$ cat src/rtl/mux4_rr_arbiter_pkg.sv
// ============================================================================
//  Module : mux4_arb_pkg
//  Shared state encoding and mux-select helper for the 4-way RR arbiter.
//  Rev    : 1.0
// ============================================================================
`default_nettype none

package mux4_arb_pkg;

   localparam int NREQ = 4;

   typedef enum logic [0:0] {
      ST_IDLE  = 1'b0,
      ST_GRANT = 1'b1
   } state_t;

   // The shared mux decodes its select inverted: requester i sits at sel = 3-i.
   function automatic logic [1:0] sel_of(input logic [1:0] idx);
      return ~idx;
   endfunction

endpackage

`default_nettype wire

$ cat src/rtl/mux4_rr_arbiter_if.sv
// ============================================================================
//  Module : mux4_rr_arbiter_if
//  Requester-side and output-side handshake bundle of the 4:1 RR arbiter.
//  Rev    : 1.0
// ============================================================================
`default_nettype none

interface mux4_rr_arbiter_if #(
   parameter int DW = 2
);
   logic [DW-1:0] d0;
   logic [DW-1:0] d1;
   logic [DW-1:0] d2;
   logic [DW-1:0] d3;
   logic [3:0]    req_valid;
   logic [3:0]    req_ready;
   logic [1:0]    sel;
   logic [DW-1:0] out_data;
   logic          out_valid;
   logic          out_ready;
   logic [1:0]    grant_id;
   logic          busy;

   modport master (
      input  d0, d1, d2, d3, req_valid, out_ready,
      output req_ready, sel, out_data, out_valid, grant_id, busy
   );

   modport slave (
      output d0, d1, d2, d3, req_valid, out_ready,
      input  req_ready, sel, out_data, out_valid, grant_id, busy
   );

endinterface

`default_nettype wire

$ cat src/rtl/mux4_rr_arbiter_rr_pick4.sv
// ============================================================================
//  Module : rr_pick4
//  Combinational round-robin picker: first request after 'last', wrapping mod 4.
//  Rev    : 1.0
// ============================================================================
`default_nettype none

module rr_pick4
   import mux4_arb_pkg::*;
(
   input  logic [NREQ-1:0] req,
   input  logic [1:0]      last,
   output logic [1:0]      grant,
   output logic            any
);

   logic [2*NREQ-1:0] req_dbl;
   logic [NREQ-1:0]   req_rot;
   logic [2:0]        shift;
   logic [1:0]        offset;

   // Rotate so that bit 0 is the requester right after 'last'.
   assign shift   = {1'b0, last} + 3'd1;
   assign req_dbl = {req, req} >> shift;
   assign req_rot = req_dbl[NREQ-1:0];

   always_comb begin
      offset = 2'd0;
      any    = 1'b1;
      casez (req_rot)
         4'b???1: offset = 2'd0;
         4'b??10: offset = 2'd1;
         4'b?100: offset = 2'd2;
         4'b1000: offset = 2'd3;
         default: any    = 1'b0;
      endcase
   end

   assign grant = last + 2'd1 + offset;

endmodule

`default_nettype wire

$ cat src/rtl/mux4_rr_arbiter.sv
// ============================================================================
//  Module : mux4_rr_arbiter
//  Round-robin arbiter/sequencer feeding a registered 2-bit mux output stream.
//  Rev    : 1.0
// ============================================================================
`default_nettype none

module mux4_rr_arbiter
   import mux4_arb_pkg::*;
#(
   parameter int DW    = 2,
   parameter int BURST = 1
) (
   input  logic                clk,
   input  logic                rst_n,
   mux4_rr_arbiter_if.master   bus
);

   state_t        state;
   logic [1:0]    grant_id;
   logic [1:0]    last;
   logic [3:0]    beat_cnt;
   logic          out_valid;
   logic [DW-1:0] out_data;

   logic [1:0]    pick;
   logic          pick_any;
   logic [1:0]    sel;
   logic [DW-1:0] mux_out;
   logic          slot_free;
   logic          beat;
   logic          last_beat;
   logic          release_grant;
   logic [3:0]    req_ready;

   rr_pick4 u_pick (
      .req   (bus.req_valid),
      .last  (last),
      .grant (pick),
      .any   (pick_any)
   );

   assign sel = sel_of(grant_id);

   always_comb begin
      mux_out = bus.d0;
      unique case (sel)
         2'b00: mux_out = bus.d3;
         2'b01: mux_out = bus.d2;
         2'b10: mux_out = bus.d1;
         2'b11: mux_out = bus.d0;
      endcase
   end

   assign slot_free     = !out_valid || bus.out_ready;
   assign beat          = (state == ST_GRANT) && bus.req_valid[grant_id] && slot_free;
   assign last_beat     = (beat_cnt == 4'(BURST - 1));
   // An idle requester gives up its grant immediately rather than holding the mux.
   assign release_grant = (state == ST_GRANT) &&
                          (!bus.req_valid[grant_id] || (beat && last_beat));

   always_comb begin
      req_ready = 4'b0000;
      if (state == ST_GRANT) req_ready[grant_id] = slot_free;
   end

   always_ff @(posedge clk or negedge rst_n) begin
      if (!rst_n) begin
         state     <= ST_IDLE;
         grant_id  <= 2'd0;
         last      <= 2'd3;
         beat_cnt  <= 4'd0;
         out_valid <= 1'b0;
         out_data  <= '0;
      end else begin
         if (beat) begin
            out_data  <= mux_out;
            out_valid <= 1'b1;
            beat_cnt  <= beat_cnt + 4'd1;
         end else if (bus.out_ready) begin
            out_valid <= 1'b0;
         end

         unique case (state)
            ST_IDLE: begin
               if (pick_any) begin
                  state    <= ST_GRANT;
                  grant_id <= pick;
               end
            end
            ST_GRANT: begin
               if (release_grant) begin
                  state    <= ST_IDLE;
                  last     <= grant_id;
                  beat_cnt <= 4'd0;
               end
            end
         endcase
      end
   end

   assign bus.req_ready = req_ready;
   assign bus.sel       = sel;
   assign bus.out_data  = out_data;
   assign bus.out_valid = out_valid;
   assign bus.grant_id  = grant_id;
   assign bus.busy      = (state == ST_GRANT);

endmodule

`default_nettype wire

$ cat src/flat_wrapper.sv
// flat-port wrapper written by rule: the top's interface ports become plain ports
module mux4_rr_arbiter_flat import mux4_arb_pkg::*;
#(
   parameter int DW    = 2,
   parameter int BURST = 1
)
  (clk, rst_n, bus_d0, bus_d1, bus_d2, bus_d3, bus_req_valid, bus_out_ready, bus_req_ready, bus_sel, bus_out_data, bus_out_valid, bus_grant_id, bus_busy);
  mux4_rr_arbiter_if #(.DW(DW)) bus_i ();
  input  logic clk;
  input  logic rst_n;
  input wire logic [$bits(bus_i.d0)-1:0] bus_d0;
  input wire logic [$bits(bus_i.d1)-1:0] bus_d1;
  input wire logic [$bits(bus_i.d2)-1:0] bus_d2;
  input wire logic [$bits(bus_i.d3)-1:0] bus_d3;
  input wire logic [$bits(bus_i.req_valid)-1:0] bus_req_valid;
  input wire logic [$bits(bus_i.out_ready)-1:0] bus_out_ready;
  output wire logic [$bits(bus_i.req_ready)-1:0] bus_req_ready;
  output wire logic [$bits(bus_i.sel)-1:0] bus_sel;
  output wire logic [$bits(bus_i.out_data)-1:0] bus_out_data;
  output wire logic [$bits(bus_i.out_valid)-1:0] bus_out_valid;
  output wire logic [$bits(bus_i.grant_id)-1:0] bus_grant_id;
  output wire logic [$bits(bus_i.busy)-1:0] bus_busy;
  assign bus_i.d0 = bus_d0;
  assign bus_i.d1 = bus_d1;
  assign bus_i.d2 = bus_d2;
  assign bus_i.d3 = bus_d3;
  assign bus_i.req_valid = bus_req_valid;
  assign bus_i.out_ready = bus_out_ready;
  assign bus_req_ready = bus_i.req_ready;
  assign bus_sel = bus_i.sel;
  assign bus_out_data = bus_i.out_data;
  assign bus_out_valid = bus_i.out_valid;
  assign bus_grant_id = bus_i.grant_id;
  assign bus_busy = bus_i.busy;
  mux4_rr_arbiter #(.DW(DW), .BURST(BURST)) u_core (.clk(clk), .rst_n(rst_n), .bus(bus_i));
endmodule
$ cat config.mk
export PLATFORM = sky130hd
export DESIGN_NAME = mux4_rr_arbiter_flat
export DESIGN_NICKNAME = d
export VERILOG_FILES = /design/src/rtl/mux4_rr_arbiter_pkg.sv /design/src/rtl/mux4_rr_arbiter_if.sv /design/src/rtl/mux4_rr_arbiter_rr_pick4.sv /design/src/rtl/mux4_rr_arbiter.sv /design/src/flat_wrapper.sv
export SDC_FILE = /design/constraint.sdc
export NUM_CORES = 1
export LEC_CHECK = 0
export CAP_MARGIN = 20
export CORE_MARGIN = 8
export CORE_UTILIZATION = 48
export CTS_BUF_LIST = sky130_fd_sc_hd__clkbuf_4 sky130_fd_sc_hd__clkbuf_8 sky130_fd_sc_hd__clkbuf_16
export DETAILED_ROUTE_END_ITERATION = 12
export PLACE_DENSITY_LB_ADDON = 0.05
export SETUP_SLACK_MARGIN = 0.15
export SLEW_MARGIN = 0
export SYNTH_ARGS = -nofsm -noshare
export SYNTH_HDL_FRONTEND = slang
export SYNTH_SLANG_ARGS = --single-unit
$ cat constraint.sdc
create_clock -name clk -period 2.93 [get_ports clk]
set_input_delay 0.4395 -clock clk [delete_from_list [all_inputs] [get_ports clk]]
set_output_delay 0.4395 -clock clk [all_outputs]
set_load 0.1 [all_outputs]
==> results of run 1 <==
==> worst max-delay path by stage <==
stage / to / slack, ns
floorplan: bus_req_ready[2] / 0.18
global placement: bus_req_ready[3] / 0.58
detailed placement: bus_req_ready[3] / 0.55
CTS: bus_req_ready[3] / 0.55
global route: bus_req_ready[3] / 0.48
finish: bus_req_ready[3] / 0.55
==> metrics by stage <==
stage | cells | area, µm² | util, % | hold WS, ns
2_1_floorplan | 87 | 890 | - | 0.144
3_3_place_gp | 126 | 1160 | 69.7 | 0.489
3_5_place_dp | 126 | 1160 | 69.7 | 0.497
4_1_cts | 130 | 1200 | 71.8 | 0.513
5_1_grt | 130 | 1200 | 71.8 | 0.524
6_report | 130 | 1200 | 71.8 | 0.510
==> state kept, by name, summed over array words and instances (netlist names) <==
| signal | flops |
|---|---|
| u_core.bus.grant_id | 2 |
| u_core.bus.busy | 1 |
| u_core.last | 2 |
| u_core.bus.out_valid | 1 |
| u_core.bus.out_data | 2 |
| u_core.beat_cnt | 4 |
==> routing by layer <==
metal  share of wire, %  track usage (%)  vias up
li1                   -                -      369
met1                 43             14.7      393
met2                 46             21.7       38
met3                8.7             6.05        6
met4                2.0             3.21        0
met5                  0                0        -
==> logic make-up (layout without fill, tap and decap cells) <==
| group | Yosys count | in the layout | share of synthesized area [%] |
|---|---|---|---|
| buffers and inverters | 13 | 39 | 6.40 |
| adder cells (fa/ha/maj) | 3 | 3 | 4.57 |
| XOR/XNOR | 2 | 2 | 2.13 |
| AO/OA/AOI/OAI | 16 | 16 | 13.4 |
| flip-flops | 12 | 12 | 36.9 |
| multiplexers | 11 | 11 | 18.6 |
| AND/OR/NAND/NOR | 30 | 30 | 18.0 |
==> synth_stat cells (2+ instances only) <==
library cell / count
nand3_1: 3
mux4_2: 3
nor2_1: 4
o21ai_0: 4
buf_2: 3
mux2i_1: 4
mux2_2: 4
a21oi_1: 4
dfstp_2: 2
nor3_1: 5
nor2b_1: 2
inv_1: 9
o2111ai_1: 2
dfrtp_1: 10
ha_1: 3
nand2_1: 9
==> cell type report <==
cell class	instances	area, µm²	share of cell area (%)
multi-input combinational	62	510	42.5
tap	17	21.3	1.77
sequential	12	310	25.9
timing repair buffer	26	280	23.4
inverter	9	41.3	3.44
clock buffer	4	36.3	3.02
==> parameters.txt, run 1 <==
Parameter                              Value

Status
  Outcome ... completed

Synth
  Netlist area before placement ... 821 µm²
  Yosys top cell area share ... 30.5%
  Gate Count Post-Synth ... 87
  Most used flip-flop cell after synthesis ... dfrtp_1
  Post-synth EDFFs ... 0
  Share of synthesized registers carrying an async set or reset ... 100%
  Portion of the post-synthesis area used by sequential elements ... 36.9%
  Unique masters post-synth ... 32
  Cell types with the largest area share after synthesis ... dfrtp_1 (30%), mux4_2 (8.2%), dfstp_2 (6.4%)
  Synthesized flop and latch total ... 12
  Total of warnings raised by yosys ... 0
  Mean instance size in the synthesized netlist ... 9.43 µm²
  Synthesized net count ... 105
  Cell type with the largest total area after synthesis ... dfrtp_1

STA
  Final Slew Violations ... 0
  Worst setup skew after layout ... 0.000852 ns
  Setup violation total in the final timing report ... 0
  Final hold violations ... 0
  Transition time at the pin with the least slew margin ... 0.529 ns
  Sum Neg Setup Slack ... 0 ns
  Portion of the clock cycle consumed by the worst path in the final layout ... 81.2%
  Crit path time final ... 2.38 ns
  Minimum setup slack in the final design ... 0.550 ns
  Remaining max-slew budget at the tightest pin ... 64.6%
  Unrepaired setup endpoints after global routing ... no
  Maximum clock rate ... 420 MHz

Clocking
  Cts hold-fix bufs ... 0
  Worst-skew pair later-pin latency ... 0.27 ns
  Number of post-CTS setup repair buffers ... 0
  CTS max path bufs ... 2
  Number of gates given a new drive strength after cts ... 0
  Clock tree from TritonCTS ... yes
  Clock-pin slew reported for the worst setup and hold paths after clock tree synthesis ... 0.07 ns
  H-tree Lvls ... 1
  Number of buffers created by CTS ... 3
  Sink count of the clock tree ... 12
  Root buffer cell ... clkbuf_4

Die
  Core area ... 0.00167 mm²
  Number of I/O pins ... 27
  Height of the chip ... 57.4 µm
  Initial Util ... 49.1%
  Die ar. ... 0.00329 mm²
  Die width ... 57.4 µm
  # rows ... 15

Layout
  Net count reported at finish ... 132
  Leading cell type in the layout, fill and taps excluded ... clkdlybuf4s50_1
  Area growth, synth to finish ... 46.2%
  Highest-count cells in the layout ignoring fill and taps ... clkdlybuf4s50_1 (14), nand2_1 (9), buf_4 (8), dfrtp_1 (8), inv_1 (7)
  Fraction of final layout cells with drive strength greater than 1 ... 31.0%
  Total of fill cells in the finished design ... 136
  Antenna diode count ... 0

Route
  Detail-routed net length per standard cell ... 15.6 µm
  Via density per instance ... 6.20
  Routed wire length ... 2.03 mm
  Routed vias ... 806
  Post-route antenna net violation count ... 0
  Number of DRC violations after detailed-routing iteration 0 ... 10
  Detailed-route DRC error count ... 0
  Router iterations before antenna repair ... 5

Worst setup path
  Cell family with most CP delay ... simple AND/OR/NAND/NOR gates
  Max Fanout on Critical Path ... 7
  Critical path launch point ... bus_out_ready
  Capture point of the worst reg-to-reg path ... u_core.beat_cnt[3]$_DFF_PN0_
  Series of cell instances along the critical path ... clkdlybuf4s50_1, nand2b_1, nand2_1, nor3_4, buf_12
  Crit. End Element ... output pin
  Critical Path Stages ... 5
  Critical path buffers and inverters ... 2
  Worst reg2reg setup slack ... 1.09 ns
  Worst reg2reg path startpoint ... u_core.bus.grant_id[0]$_DFFE_PN0P_
  Data required time of the worst path ... 2.49 ns
  Delay of the slowest cell on the worst path ... 0.47 ns
  Critical path's slowest cell ... clkdlybuf4s50_1
  Reg2reg path depth ... 4
  Data arrival, critical path ... 1.94 ns
  Element type at the critical path start ... input port
  Startpoint-to-endpoint class of the critical path ... input port to output pin

Min path
  Type of the most critical hold path ... input port to async pin

GRT
  GRT Total Usage ... 13.1%
  Maximum number of pins on one net before global-route repair ... 13
  Wire length of the first global-routing pass ... 3.42 mm
  Antenna violations before repair ... 0
  Total gr overflow ... 0
  Number of global-route vias before repair ... 767

Run
  Max capacitance violation total ... 0

Placement
  Dpl hpwl ... 1.65 mm
  Pre-CTS setup slack ... 0.547 ns
  Count of input and output buffers ... 26
  RD Place Congestion ... 0.845
Power of run 1 is left out: the tool's default activity adds up to more than one toggle a clock period on the data nets, which glitch-free logic cannot reach.
==> run 2, diff against run 1 <==
--- a/config.mk
+++ b/config.mk
@@ -6,8 +6,9 @@
 export NUM_CORES = 1
 export LEC_CHECK = 0
 export CAP_MARGIN = 20
+export CORE_ASPECT_RATIO = 1.5
 export CORE_MARGIN = 8
-export CORE_UTILIZATION = 48
+export CORE_UTILIZATION = 40
 export CTS_BUF_LIST = sky130_fd_sc_hd__clkbuf_4 sky130_fd_sc_hd__clkbuf_8 sky130_fd_sc_hd__clkbuf_16
 export DETAILED_ROUTE_END_ITERATION = 12
 export PLACE_DENSITY_LB_ADDON = 0.05
==> constraint.sdc (replaced) <==
create_clock -name clk -period 1.95 [get_ports clk]
set_input_delay 0.2925 -clock clk [delete_from_list [all_inputs] [get_ports clk]]
set_output_delay 0.2925 -clock clk [all_outputs]
set_load 0.1 [all_outputs]
==> parameters.txt, run 2 (same netlist as run 1, synthesis figures left out) <==
Parameter                              Value

STA
  Final hold violations ... 0
  Worst setup skew after layout ... 0.00336 ns
  Crit path time final ... 1.74 ns
  WHS ... 0.375 ns
  Setup violation total in the final timing report ... 0
  Maximum clock rate ... 576 MHz
  Final Slew Violations ... 0
  Remaining max-slew budget at the tightest pin ... 62.0%
  Portion of the clock cycle consumed by the worst path in the final layout ... 89.0%
  Transition time at the pin with the least slew margin ... 0.568 ns
  Unrepaired setup endpoints after global routing ... yes

GRT
  Wire length of the first global-routing pass ... 3.58 mm
  Maximum number of pins on one net before global-route repair ... 13
  GRT Total Usage ... 12.2%
  Met3 demand-to-capacity share in global routing ... 2.28%
  Antenna violations before repair ... 0
  Layer with the highest usage after global routing ... met2
  Total gr overflow ... 0
  Met1 layer usage reported by global route ... 12.7%
  Met2 Usage GRT ... 21.7%
  Number of global-route vias before repair ... 804

Die
  Number of I/O pins ... 27
  # rows ... 20
  Height of the chip ... 71.5 µm
  Core area ... 0.00198 mm²
  Die ar. ... 0.00379 mm²
  Initial Util ... 41.5%
  Die width ... 53.0 µm

Route
  Via density per instance ... 5.38
  Number of DRC violations after detailed-routing iteration 0 ... 14
  Detail-routed net length per standard cell ... 15.0 µm
  Router iterations before antenna repair ... 4
  Routed wire length ... 2.20 mm
  Routed vias ... 791
  Post-route antenna net violation count ... 0
  Detailed-route DRC error count ... 0

Layout
  Fraction of final layout cells with drive strength greater than 1 ... 42.4%
  Net count reported at finish ... 144
  Largest Register ... u_core.beat_cnt
  Final core utilization ... 71.3%
  Area growth, synth to finish ... 71.8%
  Highest-count cells in the layout ignoring fill and taps ... clkdlybuf4s50_1 (14), buf_4 (14), buf_12 (10)
  Antenna diode count ... 0
  Flip-flop count of the largest register after layout ... 4

Clocking
  Clock-pin slew reported for the worst setup and hold paths after clock tree synthesis ... 0.08 ns
  Sink count of the clock tree ... 12
  Cts hold-fix bufs ... 0
  CTS max path bufs ... 2
  H-tree Lvls ... 1
  Number of buffers created by CTS ... 3
  Worst-skew pair later-pin latency ... 0.28 ns
  Clock tree from TritonCTS ... yes
  Root buffer cell ... clkbuf_4

Placement
  Count of input and output buffers ... 26
  RD Place Congestion ... 0.811
  Dpl hpwl ... 1.76 mm

Worst setup path
  Max Fanout on Critical Path ... 4
  Crit. End Element ... output pin
  Reg2reg path depth ... 6
  Worst reg2reg setup slack ... 0.27 ns
  Worst reg2reg path startpoint ... u_core.last[1]$_DFFE_PN1P_
  Element type at the critical path start ... input port
  Critical path launch point ... bus_out_ready
  Data arrival, critical path ... 1.44 ns
  Capture point of the worst reg-to-reg path ... u_core.bus.grant_id[1]$_DFFE_PN0P_
  Startpoint-to-endpoint class of the critical path ... input port to output pin
  Data required time of the worst path ... 1.66 ns

Status
  Outcome ... completed

Min path
  Type of the most critical hold path ... input port to async pin

Run
  Max capacitance violation total ... 0
[run 2: changes by cell type in the layout (fill, tap and decap cells not counted), moves of 2 or more]
| cell | change |
|---|---|
| dfrtp_1 | -2 |
| buf_4 | +6 |
| dfrtp_4 | +2 |
| buf_12 | +6 |
[run 2: layout make-up]
type | count | area [µm²]
Timing Repair Buffer | 38 | 445
Multi-Input combinational cell | 62 | 542
Clock buffer | 4 | 36.3
Sequential cell | 12 | 318
Inverter | 9 | 41.3
Fill cell | 146 | 567
Tap cell | 22 | 27.5
[run 2: worst max path at each step]
stage / cells after the start / endpoint
after floorplan: 3 / bus_req_ready[1]
after global placement: 9 / u_core.bus.grant_id[1]$_DFFE_PN0P_
after detailed placement: 9 / u_core.bus.grant_id[1]$_DFFE_PN0P_
after CTS: 4 / bus_req_ready[1]
after global routing: 9 / u_core.bus.grant_id[1]$_DFFE_PN0P_
final: 5 / bus_req_ready[0]
[run 2: through the flow]
| step | setup slack, ns | TNS [ns] | cell area (µm²) | instances |
|---|---|---|---|---|
| 2_1_floorplan | -0.605 | -1.84 | 938 | 87 |
| 3_5_place_dp | -0.112 | -0.482 | 1320 | 138 |
| 4_1_cts | 0.150 | 0 | 1380 | 145 |
| 3_3_place_gp | -0.0618 | -0.325 | 1320 | 138 |
| 6_report | 0.214 | 0 | 1410 | 147 |
| 5_1_grt | 0.0917 | 0 | 1410 | 147 |
[run 2: what timing repair did]
| item | CTS | global route |
|---|---|---|
| setup buffers | 3 | 2 |
| pin swaps | 0 | 3 |
| setup endpoints to repair | 3 | 5 |
| resized for setup | 1 | 5 |
[run 2: critical path: stages]
cell and delay, ns:
clkdlybuf4s50_1 0.48, nand2b_4 0.17, nand2_8 0.08, nor3_4 0.23, buf_12 0.20
[run 2: routing by layer]
layer | wire [µm] | share of wire [%]
met1 | 809 | 37
met2 | 1270 | 58
met3 | 75 | 3.4
met4 | 40 | 1.8
met5 | 0 | 0
Power of run 2 is left out for the same reason.
==> run 3, diff against run 2 <==
--- a/config.mk
+++ b/config.mk
@@ -11,7 +11,7 @@
 export CORE_UTILIZATION = 40
 export CTS_BUF_LIST = sky130_fd_sc_hd__clkbuf_4 sky130_fd_sc_hd__clkbuf_8 sky130_fd_sc_hd__clkbuf_16
 export DETAILED_ROUTE_END_ITERATION = 12
-export PLACE_DENSITY_LB_ADDON = 0.05
+export PLACE_DENSITY = 0.71
 export SETUP_SLACK_MARGIN = 0.15
 export SLEW_MARGIN = 0
 export SYNTH_ARGS = -nofsm -noshare
==> parameters.txt, run 3 (same netlist as run 1, synthesis figures left out) <==
Parameter                              Value

Clocking
  Sink count of the clock tree ... 12
  CTS max path bufs ... 2
  H-tree Lvls ... 1
  Clock-pin slew reported for the worst setup and hold paths after clock tree synthesis ... 0.08 ns
  Root buffer cell ... clkbuf_4
  Number of buffers created by CTS ... 3
  Clock tree from TritonCTS ... yes
  Cts hold-fix bufs ... 0
  Worst-skew pair later-pin latency ... 0.28 ns

Min path
  Type of the most critical hold path ... input port to async pin

GRT
  Number of global-route vias before repair ... 853
  GRT Total Usage ... 13.0%
  Wire length of the first global-routing pass ... 3.81 mm
  Antenna violations before repair ... 0
  Total gr overflow ... 0
  Maximum number of pins on one net before global-route repair ... 13

STA
  Sum Neg Setup Slack ... 0 ns
  Setup violation total in the final timing report ... 0
  Remaining max-slew budget at the tightest pin ... 62.2%
  Unrepaired setup endpoints after global routing ... yes
  Worst setup skew after layout ... 0.00168 ns
  Crit path time final ... 1.74 ns
  Transition time at the pin with the least slew margin ... 0.566 ns
  Maximum clock rate ... 574 MHz
  Final Slew Violations ... 0
  WHS ... 0.369 ns
  Portion of the clock cycle consumed by the worst path in the final layout ... 89.3%
  Final hold violations ... 0

Route
  Post-route antenna net violation count ... 0
  Router iterations before antenna repair ... 4
  Via density per instance ... 5.39
  Routed vias ... 819
  Detailed-route DRC error count ... 0
  Number of DRC violations after detailed-routing iteration 0 ... 4
  Detail-routed net length per standard cell ... 15.3 µm
  Routed wire length ... 2.32 mm

Worst setup path
  Max Fanout on Critical Path ... 2
  Startpoint-to-endpoint class of the critical path ... input port to register
  Element type at the critical path start ... input port
  Crit. End Element ... register
  Data required time of the worst path ... 2.11 ns
  Data arrival, critical path ... 1.91 ns
  Reg2reg path depth ... 7

Layout
  Leading cell type in the layout, fill and taps excluded ... buf_4
  Area growth, synth to finish ... 77.3%
  Flip-flop count of the largest register after layout ... 4
  Antenna diode count ... 0
  Number of standard cells in the final layout excluding fillers ... 152
  Fraction of final layout cells with drive strength greater than 1 ... 45.4%
  Largest Register ... u_core.beat_cnt
  Net count reported at finish ... 149
  Total of fill cells in the finished design ... 143
  Highest-count cells in the layout ignoring fill and taps ... buf_4 (19), clkdlybuf4s50_1 (14), buf_12 (10)

Die
  Die ar. ... 0.00379 mm²
  Core area ... 0.00198 mm²
  Die width ... 53.0 µm
  # rows ... 20
  Initial Util ... 41.5%
  Number of I/O pins ... 27
  Height of the chip ... 71.5 µm

Run
  Max capacitance violation total ... 0

Status
  Outcome ... completed

Placement
  Dpl hpwl ... 1.84 mm
  Number of instances in the placed design ... 140
  RD Place Congestion ... 0.780
  Count of input and output buffers ... 26
[run 3: cell types whose count changed in the layout (fill, tap and decap cells not counted)]
cell and delta:
buf_4 +5, o32ai_1 -1, o32ai_2 +1
[run 3: metrics by stage]
step           area, µm²  util [%]  worst slack [ns]
3_5_place_dp        1330      67.3            -0.179
6_report            1460      73.6             0.208
2_1_floorplan        938         -            -0.605
5_1_grt             1460      73.6            0.0790
4_1_cts             1400      70.6             0.129
3_3_place_gp        1330      67.3           -0.0533
[run 3: area by class of cell]
type / count / area (µm²) / share of cell area [%]
Clock buffer: 4 / 36.3 / 2.49
Inverter: 9 / 41.3 / 2.84
Multi-Input combinational cell: 62 / 549 / 37.7
Sequential cell: 12 / 318 / 21.8
Tap cell: 22 / 27.5 / 1.89
Timing Repair Buffer: 43 / 483 / 33.2
[run 3: final timing paths]
check | from | endpoint | slack [ns]
worst max-delay path | bus_req_valid[1] | u_core.bus.grant_id[1]$_DFFE_PN0P_ | 0.21
max in group asynchronous | rst_n | u_core.bus.out_valid$_DFFE_PN0P_ | 1.16
worst min-delay path | rst_n | u_core.bus.grant_id[1]$_DFFE_PN0P_ | 0.37
worst max register to register | u_core.last[1]$_DFFE_PN1P_ | u_core.bus.grant_id[1]$_DFFE_PN0P_ | 0.28
worst min register to register | u_core.bus.out_data[1]$_DFFE_PN0P_ | u_core.bus.out_data[1]$_DFFE_PN0P_ | 0.52
min in group clk | u_core.bus.out_data[1]$_DFFE_PN0P_ | u_core.bus.out_data[1]$_DFFE_PN0P_ | 0.52
[run 3: routing by layer]
metal	wire, µm	part of all wire [%]	track usage (%)	up-vias
li1	-	-	-	406
met1	788	34	12.6	395
met2	1400	60	24.2	13
met3	92	4.0	2.48	5
met4	47	2.0	6.07	0
met5	0	0	0	-
[run 3: worst max-delay path, cell delays in order]
cell and delay (ns):
clkdlybuf4s50_1 0.49, inv_1 0.06, o21ai_1 0.15, a21oi_1 0.10, o32ai_2 0.22, ha_2 0.21
xor2_1 0.17, xnor2_1 0.13, mux2i_1 0.08
[run 3: what timing repair did]
action,4_1_cts,5_1_grt
cloned,0,0
pin swaps,2,1
buffers inserted,3,5
endpoints found under the hold margin,0,0
gates resized for setup,3,4
endpoints found under the setup margin,4,6
Power of run 3 is left out for the same reason.
